`src/rtl/seq_detector_param.sv`:
```
// -----------------------------------------------------------------------------
// seq_detector_param
//
// Parametrised serial pattern detector. The block watches the serial bit `w`,
// qualified by `en`. It pulses `z` for one cycle whenever the last N accepted
// bits equal the pattern register. The pattern can be reloaded at run time.
// Matching is overlapping or non-overlapping, chosen per accepted cycle by
// `overlap`. A saturating counter records how many matches have occurred.
//
// Parameters
//   N        pattern length in bits (N >= 2)
//   PATTERN  pattern loaded by Reset; the MSB is the oldest bit
//   CNT_W    width of the match counter
//
// Ports
//   Clock        in   rising-edge clock for all state
//   Reset        in   synchronous active-high reset
//   en           in   accept `w` this cycle
//   w            in   serial data bit
//   overlap      in   1 = overlapping matches, 0 = non-overlapping
//   load         in   load `pattern_in`; clears the history and the fill count
//   pattern_in   in   new pattern (MSB oldest)
//   clear_count  in   zero the match counter (wins over a same-cycle match)
//   z            out  registered one-cycle match pulse
//   match_count  out  saturating match count
//   pattern      out  current pattern register
// -----------------------------------------------------------------------------
module seq_detector_param #(
    parameter int             N       = 4,
    parameter logic [N-1:0]   PATTERN = N'(4'b1101),
    parameter int             CNT_W   = 8
) (
    input  logic             Clock,
    input  logic             Reset,
    input  logic             en,
    input  logic             w,
    input  logic             overlap,
    input  logic             load,
    input  logic [N-1:0]     pattern_in,
    input  logic             clear_count,
    output logic             z,
    output logic [CNT_W-1:0] match_count,
    output logic [N-1:0]     pattern
);

    localparam int                 FILL_W    = $clog2(N + 1);
    localparam logic [FILL_W-1:0]  FILL_ZERO = FILL_W'(0);
    localparam logic [FILL_W-1:0]  FILL_ONE  = FILL_W'(1);
    localparam logic [FILL_W-1:0]  FILL_FULL = FILL_W'(N);
    localparam logic [CNT_W-1:0]   CNT_ZERO  = CNT_W'(0);
    localparam logic [CNT_W-1:0]   CNT_ONE   = CNT_W'(1);
    localparam logic [CNT_W-1:0]   CNT_MAX   = {CNT_W{1'b1}};
    localparam logic [N-1:0]       HIST_ZERO = N'(0);

    // State registers
    logic [N-1:0]      hist_r;   // last accepted bits, LSB newest
    logic [FILL_W-1:0] fill_r;   // accepted bits counted towards the next match
    logic [N-1:0]      pat_r;
    logic [CNT_W-1:0]  cnt_r;
    logic              z_r;

    // Next-state helpers
    logic              accept_s;
    logic [N-1:0]      hist_next_s;
    logic [FILL_W-1:0] fill_inc_s;
    logic [FILL_W-1:0] fill_next_s;
    logic              match_s;
    logic [CNT_W-1:0]  cnt_next_s;

    // Datapath for one accepted bit: shifted history, saturated fill, match decision
    always_comb begin
        accept_s    = en & ~load;
        hist_next_s = {hist_r[N-2:0], w};

        // The fill count stops at N. A full history stays "full" while
        // overlapping matching is active.
        if (fill_r == FILL_FULL) begin
            fill_inc_s = FILL_FULL;
        end else begin
            fill_inc_s = fill_r + FILL_ONE;
        end

        // Comparing the whole shift register against the pattern catches
        // every occurrence for any input history. A mismatch never forces
        // the history back to idle.
        match_s = accept_s && (fill_inc_s == FILL_FULL) && (hist_next_s == pat_r);

        // A non-overlapping match makes the history unusable for the next
        // match. An overlapping match keeps it, so the pattern's suffix can
        // start the next match.
        if (match_s) begin
            if (overlap) begin
                fill_next_s = FILL_FULL;
            end else begin
                fill_next_s = FILL_ZERO;
            end
        end else begin
            fill_next_s = fill_inc_s;
        end
    end

    // Next match count: clear wins over a same-cycle match, and the count saturates at all-ones
    always_comb begin
        if (clear_count) begin
            cnt_next_s = CNT_ZERO;
        end else if (match_s && (cnt_r != CNT_MAX)) begin
            cnt_next_s = cnt_r + CNT_ONE;
        end else begin
            cnt_next_s = cnt_r;
        end
    end

    // Pattern, history, fill and match-pulse registers; load takes priority over en
    always_ff @(posedge Clock) begin
        if (Reset) begin
            pat_r  <= PATTERN;
            hist_r <= HIST_ZERO;
            fill_r <= FILL_ZERO;
            z_r    <= 1'b0;
        end else if (load) begin
            pat_r  <= pattern_in;
            hist_r <= HIST_ZERO;
            fill_r <= FILL_ZERO;
            z_r    <= 1'b0;
        end else if (en) begin
            pat_r  <= pat_r;
            hist_r <= hist_next_s;
            fill_r <= fill_next_s;
            z_r    <= match_s;
        end else begin
            pat_r  <= pat_r;
            hist_r <= hist_r;
            fill_r <= fill_r;
            z_r    <= 1'b0;
        end
    end

    // Match counter register
    always_ff @(posedge Clock) begin
        if (Reset) begin
            cnt_r <= CNT_ZERO;
        end else begin
            cnt_r <= cnt_next_s;
        end
    end

    assign z           = z_r;
    assign match_count = cnt_r;
    assign pattern     = pat_r;

endmodule

```
`config.mk`:
```
export PLATFORM = sky130hd
export DESIGN_NAME = seq_detector_param
export DESIGN_NICKNAME = d
export VERILOG_FILES = /design/src/rtl/seq_detector_param.sv
export SDC_FILE = /design/constraint.sdc
export NUM_CORES = 1
export LEC_CHECK = 0
export ABC_AREA = 1
export BUFFER_PORTS_ARGS = -buffer_cell sky130_fd_sc_hd__buf_2
export CAP_MARGIN = 5
export CORE_MARGIN = 5
export CORE_UTILIZATION = 40
export DETAILED_ROUTE_END_ITERATION = 10
export PLACE_DENSITY = 0.71
export SETUP_SLACK_MARGIN = 0.02
export SLEW_MARGIN = 5
export SYNTH_ARGS = -nofsm -noshare
export SYNTH_HDL_FRONTEND = slang
export SYNTH_SLANG_ARGS = --single-unit
export TNS_END_PERCENT = 30
```
`constraint.sdc`:
```
create_clock -name Clock -period 3.9 [get_ports Clock]
set_clock_uncertainty 0.15 [all_clocks]
set_input_delay 0.39 -clock Clock [delete_from_list [all_inputs] [get_ports Clock]]
set_output_delay 0.39 -clock Clock [all_outputs]
set_load 0.05 [all_outputs]
```
* Word-level counts from Yosys, hierarchy flattened
Cells that the tools add are included.
W data, S select, Z words.
** Cells by class
- Add/subtract/negate cells :: 2
- Eq/ne operators :: 4
- Muxes and demuxes :: 3
- Bitwise operators :: 3
- Reductions and logical operators :: 6
** Operators by type and width (number)
- $mux W3 :: 3
- $add A8 B1 Y8 const B :: 1
- $ne A8 B8 Y1 const B :: 1
- $eq A3 B3 Y1 const B :: 2
- $eq A4 B4 Y1 :: 1
- $reduce_or A2 Y1 :: 2
- $add A3 B1 Y3 const B :: 1
- $logic_and A1 B1 Y1 :: 3
- $reduce_or A3 Y1 :: 1
- $not A1 Y1 :: 2
- $and A1 B1 Y1 :: 1
** Storage, ports and cells
- Register bits :: 19
- Input bits :: 11
- Output and inout bits :: 13
- Word-level logic and storage cells :: 23

* Longest topological paths before layout
Gate-level depths: netlist of run 1.
- Word-level depth :: 6
- Mapped depth :: 10
- Depth with buffers taken out :: 10

* Least setup slack after synthesis of run 1
No wires, ideal clock.
- Path type :: register to register
- From :: register cnt_r[0], in the netlist match_count[0]
- To :: register cnt_r[2], in the netlist match_count[2]
- Setup time :: 0.070 ns
- Arrival :: 1.720 ns
- Data required time :: 3.680 ns
- Setup slack :: 1.960 ns
- Cell stages (with the launch flop) :: 8
- Buffers on the path :: 0
- Clock period less this slack :: 1.940 ns
- Path through :: dfxtp_1 ha_1 nand2_2 nor3b_2 nand2_2 nand2_2 nand2_1 a21oi_1
** Between the ends
- Longest elaborated chain between the ends :: 2
- Elaborated cells on any way between the ends :: 3
- Those cells by class :: add/sub: 1; eq/ne: 1; reduce/logical: 1
** RTL lines
- start, declared :: line 59 : logic [CNT_W-1:0] cnt_r;
- start signal, assigned :: line 143 : cnt_r <= cnt_next_s;
- branches (longest 2 deep; another with $add A8 B1 Y8)
Parallel ways; which one is timed is not known.
A chain may end at the register's enable or synchronous reset.

* Worst setup path in the final report of run 1
- From :: register fill_r[0]
- To :: register cnt_r[4], in the netlist match_count[4]
** Between the ends
- Longest elaborated chain between the ends :: 6
- Elaborated cells on any way between the ends :: 7
- Those cells by class :: add/sub: 1; eq/ne: 2; mux: 1; reduce/logical: 3
** RTL lines
- start, declared :: line 57 : logic [FILL_W-1:0] fill_r;
- start signal, assigned :: line 128 : fill_r <= fill_next_s;
- start signal, assigned :: line 133 : fill_r <= fill_r;
- $add A3 B1 Y3 or $eq A3 B3 Y1 (tied branches) :: line 80, 77
- $mux W3 * :: line 77 : if (fill_r == FILL_FULL) begin
- $eq A3 B3 Y1 * :: line 86 : match_s = accept_s && (fill_inc_s == FILL_FULL) && (hist_next_s == pat_r);
- $logic_and A1 B1 Y1 * (2 in series) :: line 86
- $logic_and A1 B1 Y1 * :: line 106 : end else if (match_s && (cnt_r != CNT_MAX)) begin
Every way passes the cells marked *; elsewhere a longest branch is shown, timed or not.

==> flow_summary.yaml, run 1 <==
layout:
  diodes: 0
  final_area_um2: 1200
  synthToLayoutAreaGrowth_pct: 16.0
  final_common_cell: "nand2_1"
  drive_above_1_share_pct: 22.0
  fin_nets: 192
  nFillCells: 269
  multi_input_area_um2: 543
  mostFrequentLayoutCells: "nand2_1 (36), buf_2 (23), inv_1 (21)"
  seqCellArea_um2: 380
critical_path:
  cp_max_fo: 12
  path_class: "flop to flop"
  cp_slowest_stage_delay_ns: 0.39
  cp-end-kind: "flop"
  arrival_ns: 1.91
  crit_slowest_cell: "dfxtp_1"
  reg2reg_slack_ns: 2.02
  cp_top_family: "simple AND/OR/NAND/NOR gates"
  critPathLaunchType: "flop"
  critPathRequiredTime_ns: 3.94
  crit_buf_inv: 1
  worstPathCellList: "inv_2 > ha_1 > o21ai_2 > nand3_2 > nor2_4 > nand2_2 > nand2_1 > a21oi_1"
clock_tree:
  htree_num_levels: 1
  clock_sink_count: 19
  ctsRootBufferMaster: "clkbuf_4"
  cts_setup_buffers: 0
  cts-buffers-inserted: 3
  clockBufferDepth: 2
  tritoncts: "built"
  postCtsHoldBufs: 0
  cts_resized: 0
  worstSkewPairLatency_ns: 0.29
  clkSlewWorstSetupHoldPaths_ns: 0.11
floorplanning:
  dieArea_um2: 3700
  io_pins: 24
  die_w_um: 60.8
  core_area_um2: 2480
  start_util_pct: 41.7
  row_count: 18
  die_y_um: 60.8
place:
  dp_hpwl_mm: 1.73
  gp_congestion: 0.868
  portBuffers: 23
  dp_slack_ns: 2.04
  place_area_um2: 1170
global_routing:
  grt_max_degree: 13
  overflow: 0
  grt_pass1_wl_mm: 3.87
  grt_usage_pct: 13.5
  first_global_vias: 967
  antenna_found_initial: 0
yosys:
  netlist_area_um2: 1030
  ys_seq_area_share_pct: 36.8
  yosysUniqueCellTypes: 20
  netlist_instances: 152
  syn_area_per_cell_um2: 6.79
  syn-num-nets: 166
  yosysWarnings: 0
  ys_seq_elements: 19
power_and_ir_drop:
  power_mw: 0.351
  max-vdd-ir-drop_mv: 0.198
  power_density_nw_per_um2: 293
  p_leak_nw: 0.580
timing:
  whs_ns: 0.145
  fmax_mhz: 533
  tightestPinTransition_ns: 0.263
  finalHoldViolCount: 0
  timing.final.ws_setup_ns: 2.02
  finalSetupViolCount: 0
  finalCritPeriodShare_pct: 48.1
  tns_ns: 0
  rsz0062_at_grt: "no"
  slew_headroom_pct: 82.4
  maxSlewViolCount: 0
  period_minus_slack_ns: 1.88
flow_run:
  cap_viol_max_count: 0
detailed_routing:
  post-route-drc-count: 0
  vias: 996
  final_antenna_net_count: 0
  wl_mm: 2.14
  via_per_inst: 4.81
  drt_iter0_drc: 66
  drtPass1Iterations: 4
  drt-wirelength-per-cell_um: 10.3
worst_hold_path:
  hold_path.class: "primary input to flop"
outcome:
  status: "completed"
-- state kept, by name, summed over array words and instances, names as in the netlist --
signal       flops
fill_r           3
pattern          4
match_count      8
z                1
hist_r           3
-- synthesized netlist by cell type --
cell / number / share of area (%)
a211oi_1: 3 / 2.2
a21oi_1: 14 / 6.8
buf_6: 1 / 1.1
clkbuf_1: 1 / 0.36
dfxtp_1: 19 / 37
ha_1: 3 / 3.6
inv_1: 21 / 7.6
inv_2: 4 / 1.5
nand2_1: 36 / 13
nand2_2: 4 / 2.4
nand3_1: 16 / 7.8
nand3_2: 1 / 0.97
nor2_1: 14 / 5.1
nor2_4: 1 / 1.1
nor3_1: 1 / 0.48
nor3b_2: 1 / 1.2
o21ai_0: 6 / 2.9
o21ai_2: 1 / 0.85
o21bai_1: 1 / 0.73
xor2_1: 4 / 3.4
-- final timing paths --
kind                 start        endpoint  depth (start not counted)
max reg2reg      fill_r[0]  match_count[4]                          8
min          pattern_in[3]      pattern[3]                          3
min reg2reg      hist_r[1]       hist_r[2]                          2
max              fill_r[0]  match_count[4]                          8
-- metal layers --
metal | vias to the layer above | global-route usage, % | part of all wire, %
met5 | - | 0 | 0
met4 | 0 | 3.72 | 0
met3 | 0 | 2.13 | 7.5
met2 | 28 | 23.2 | 47
met1 | 435 | 17.4 | 45
li1 | 533 | - | -
-- per-stage QoR --
step	utilization [%]	std cells
global placement	47.2	203
global route	48.3	207
floorplan	-	152
finish	48.3	207
detailed placement	47.2	203
CTS	48.3	207
-- final cells by class --
| class | count | share of cell area [%] |
|---|---|---|
| Tap cell | 30 | 3.13 |
| Timing Repair Buffer | 23 | 9.61 |
| Inverter | 25 | 7.84 |
| Clock inverter | 1 | 0.418 |
| Sequential cell | 19 | 31.8 |
| Clock buffer | 3 | 1.88 |
| Multi-Input combinational cell | 106 | 45.4 |
-- cell families (layout without fill, tap and decap cells) --
group | Yosys count | after routing | share of synthesized area [%]
simple gates | 74 | 74 | 32.1
flops | 19 | 19 | 36.8
compound gates | 25 | 25 | 13.5
buf+inv | 27 | 52 | 10.5
fa+ha+maj | 3 | 3 | 3.64
xor+xnor | 4 | 4 | 3.39
-- worst min-delay path: stages --
cell     delay (ns)
buf_2          0.07
a21oi_1        0.04
o21ai_0        0.06
-- report_power, final --
| group | internal (mW) | switching [mW] |
|---|---|---|
| sequential | 0.199 | 0.00376 |
| combinational | 0.0157 | 0.0333 |
| clock | 0.0381 | 0.0609 |
| total | 0.253 | 0.0980 |
(Power assumes the default switching activity.)
==> run 2, diff against run 1 <==
--- a/config.mk
+++ b/config.mk
@@ -5,13 +5,13 @@
 export SDC_FILE = /design/constraint.sdc
 export NUM_CORES = 1
 export LEC_CHECK = 0
-export ABC_AREA = 1
+export ABC_AREA = 0
 export BUFFER_PORTS_ARGS = -buffer_cell sky130_fd_sc_hd__buf_2
 export CAP_MARGIN = 5
 export CORE_MARGIN = 5
 export CORE_UTILIZATION = 40
 export DETAILED_ROUTE_END_ITERATION = 10
-export PLACE_DENSITY = 0.71
+export PLACE_DENSITY = 0.72
 export SETUP_SLACK_MARGIN = 0.02
 export SLEW_MARGIN = 5
 export SYNTH_ARGS = -nofsm -noshare
==> constraint.sdc (replaced) <==
create_clock -name Clock -period 1.9 [get_ports Clock]
set_clock_uncertainty 0.15 [all_clocks]
set_input_delay 0.19 -clock Clock [delete_from_list [all_inputs] [get_ports Clock]]
set_output_delay 0.19 -clock Clock [all_outputs]
set_load 0.05 [all_outputs]
==> run 2 against run 1 <==
Sequential share of layout area down 3.2 points. Largest power group unchanged. Area after synthesis is 9.9% lower. Highest routed layer unchanged. Utilization grew 14 points. Power grew 110%. The flow now finishes with violations (setup timing). Largest cell class unchanged. Clock power grew 120%.
==> flow_summary.yaml, run 2 <==
critical_path:
  r2r-start: "hist_r[1]"
  cp_slowest_stage_delay_ns: 0.55
  reg2reg_slack_ns: -0.007
  worstRegToRegCells: 6
  cp_max_fo: 6
  crit_slowest_cell: "or4_4"
  critPathRequiredTime_ns: 2.00
  crit_buf_inv: 1
  worstPathCellList: "xor2_1 > nor4_2 > buf_4 > nand3_4 > or4_4 > a21oi_2"
  arrival_ns: 2.00
  cp_num_cells: 6
  cp_top_family: "simple AND/OR/NAND/NOR gates"
  path_class: "flop to flop"
  cp-end-kind: "flop"
  critPathLaunchType: "flop"
  cp-startpoint: "hist_r[1]"
detailed_routing:
  wl_mm: 2.59
  vias: 945
  drt_iter0_drc: 25
  final_antenna_net_count: 0
  drt-wirelength-per-cell_um: 14.7
  drtPass1Iterations: 4
  post-route-drc-count: 0
  via_per_inst: 5.37
layout:
  fin_nets: 163
  stdcell_count: 176
  final_common_cell: "buf_2"
  diodes: 0
  nFillCells: 199
  synthToLayoutAreaGrowth_pct: 49.0
  drive_above_1_share_pct: 50.0
  largest_reg_flops: 8
  mostFrequentLayoutCells: "buf_2 (23), buf_4 (16), dfxtp_2 (12)"
  final_util_pct: 62.6
place:
  dp_hpwl_mm: 1.68
  place_inst: 157
  portBuffers: 23
  gp_congestion: 0.755
floorplanning:
  core_area_um2: 2210
  die_w_um: 58.2
  row_count: 17
  die_y_um: 58.2
  io_pins: 24
  start_util_pct: 42.0
  dieArea_um2: 3390
flow_run:
  cap_viol_max_count: 0
global_routing:
  grt_usage_pct: 15.5
  grt_pass1_wl_mm: 4.11
  first_global_vias: 918
  overflow: 0
  antenna_found_initial: 0
  grt_max_degree: 13
yosys:
  yosysWarnings: 0
  synth_flop_cell: "dfxtp_1"
  ys_seq_area_share_pct: 40.9
  synth.area.top_cells: "dfxtp_1 (41%), mux2i_1 (6.5%), a21oi_1 (4.8%)"
  syn_area_per_cell_um2: 9.03
  synthTopCellsByCount: "dfxtp_1 (19), a21oi_1 (9), nor2_1 (7)"
  synth.most_common_cell: "dfxtp_1"
  async_flop_share_pct: 0
  netlist_instances: 103
  netlist.area_leader.share_pct: 40.9
  syn-num-nets: 117
  netlist_area_um2: 930
  synth_edf_count: 0
  yosysUniqueCellTypes: 32
  yosys.area.top_type: "dfxtp_1"
  ys_seq_elements: 19
timing:
  fmax_mhz: 525
  finalSetupViolCount: 1
  finalCritPeriodShare_pct: 100
  slew_headroom_pct: 64.9
  finalHoldViolCount: 0
  tightestPinTransition_ns: 0.522
  whs_ns: 0.0115
  timing.final.ws_setup_ns: -0.00656
  rsz0062_at_grt: "yes"
  period_minus_slack_ns: 1.91
  maxSlewViolCount: 0
clock_tree:
  ctsRootBufferMaster: "clkbuf_4"
  cts-buffers-inserted: 3
  clock_sink_count: 19
  clkSlewWorstSetupHoldPaths_ns: 0.12
  tritoncts: "built"
  clockBufferDepth: 2
  worstSkewPairLatency_ns: 0.30
  htree_num_levels: 1
worst_hold_path:
  holdPathStages: 3
  hold_path.class: "primary input to flop"
  min_from: "w"
power_and_ir_drop:
  max-vdd-ir-drop_mv: 0.446
  p_leak_nw: 0.522
  power_density_nw_per_um2: 536
outcome:
  violations: "setup timing"
  status: "finished, violations left"
## run 2: cells by family (layout without fill, tap and decap cells)
logic type	after synthesis	after routing	share of synthesized area, %
AOI/OAI and AO/OA	25	26	17.6
and+or+nand+nor	36	37	22.5
adders and majority gates	3	3	4.04
buffers and inverters	10	53	4.71
xor gates and xnor gates	4	4	3.77
muxes	6	6	6.46
DFF	19	19	40.9
## run 2: timing repair
item	in CTS	in global routing
buffers inserted	7	0
endpoints found under the setup margin	8	9
gates resized for setup	20	5
gates cloned	2	0
pin swaps	10	2
endpoints found under the hold margin	5	0
hold buffers	6	0
## run 2: final timing paths
kind	to
worst max-delay path	match_count[7]
worst min-delay path	hist_r[0]
worst max register to register	match_count[7]
worst min register to register	match_count[6]
## run 2: stage by stage
stage               worst slack [ns]  TNS (ns)  cell area, um2  total power, mW
global route                  -0.103    -0.463            1390            0.777
floorplan                    -0.0351   -0.0351             941            0.480
global placement             -0.0984    -0.464            1130            0.506
CTS                          -0.0177   -0.0587            1360            0.746
detailed placement            -0.203     -1.12            1130            0.508
finish                      -0.00656  -0.00656            1390            0.743
## run 2: cell type report
class / instances / area [um2] / share of cell area [%]
Inverter: 4 / 17.5 / 1.26
Clock buffer: 3 / 22.5 / 1.63
Multi-Input combinational cell: 76 / 612 / 44.2
Sequential cell: 19 / 395 / 28.5
Clock inverter: 1 / 7.51 / 0.542
Tap cell: 28 / 35.0 / 2.53
Timing Repair Buffer: 45 / 295 / 21.3
## run 2: where the power goes
part	internal, mW	total [mW]	leakage [nW]	switching [mW]
registers	0.407	0.415	0.158	0.00718
clock network	0.0802	0.219	0.0139	0.139
logic	0.0482	0.109	0.350	0.0610
total	0.536	0.743	0.522	0.207
## run 2: metal layers
layer	part of all wire (%)	wire [um]	up-vias	GRT usage [%]
met5	0	0	-	0
met3	5.6	145	0	4.23
li1	-	-	467	-
met2	55	1430	27	29.2
met4	0	0	0	1.66
met1	39	1010	451	17.9
## run 2: worst register-to-register path, cell delays in order (launching register included)
cell and delay [ns]:
dfxtp_2 0.34, xor2_1 0.16, nor4_2 0.23, buf_4 0.18
nand3_4 0.10, or4_4 0.55, a21oi_2 0.14
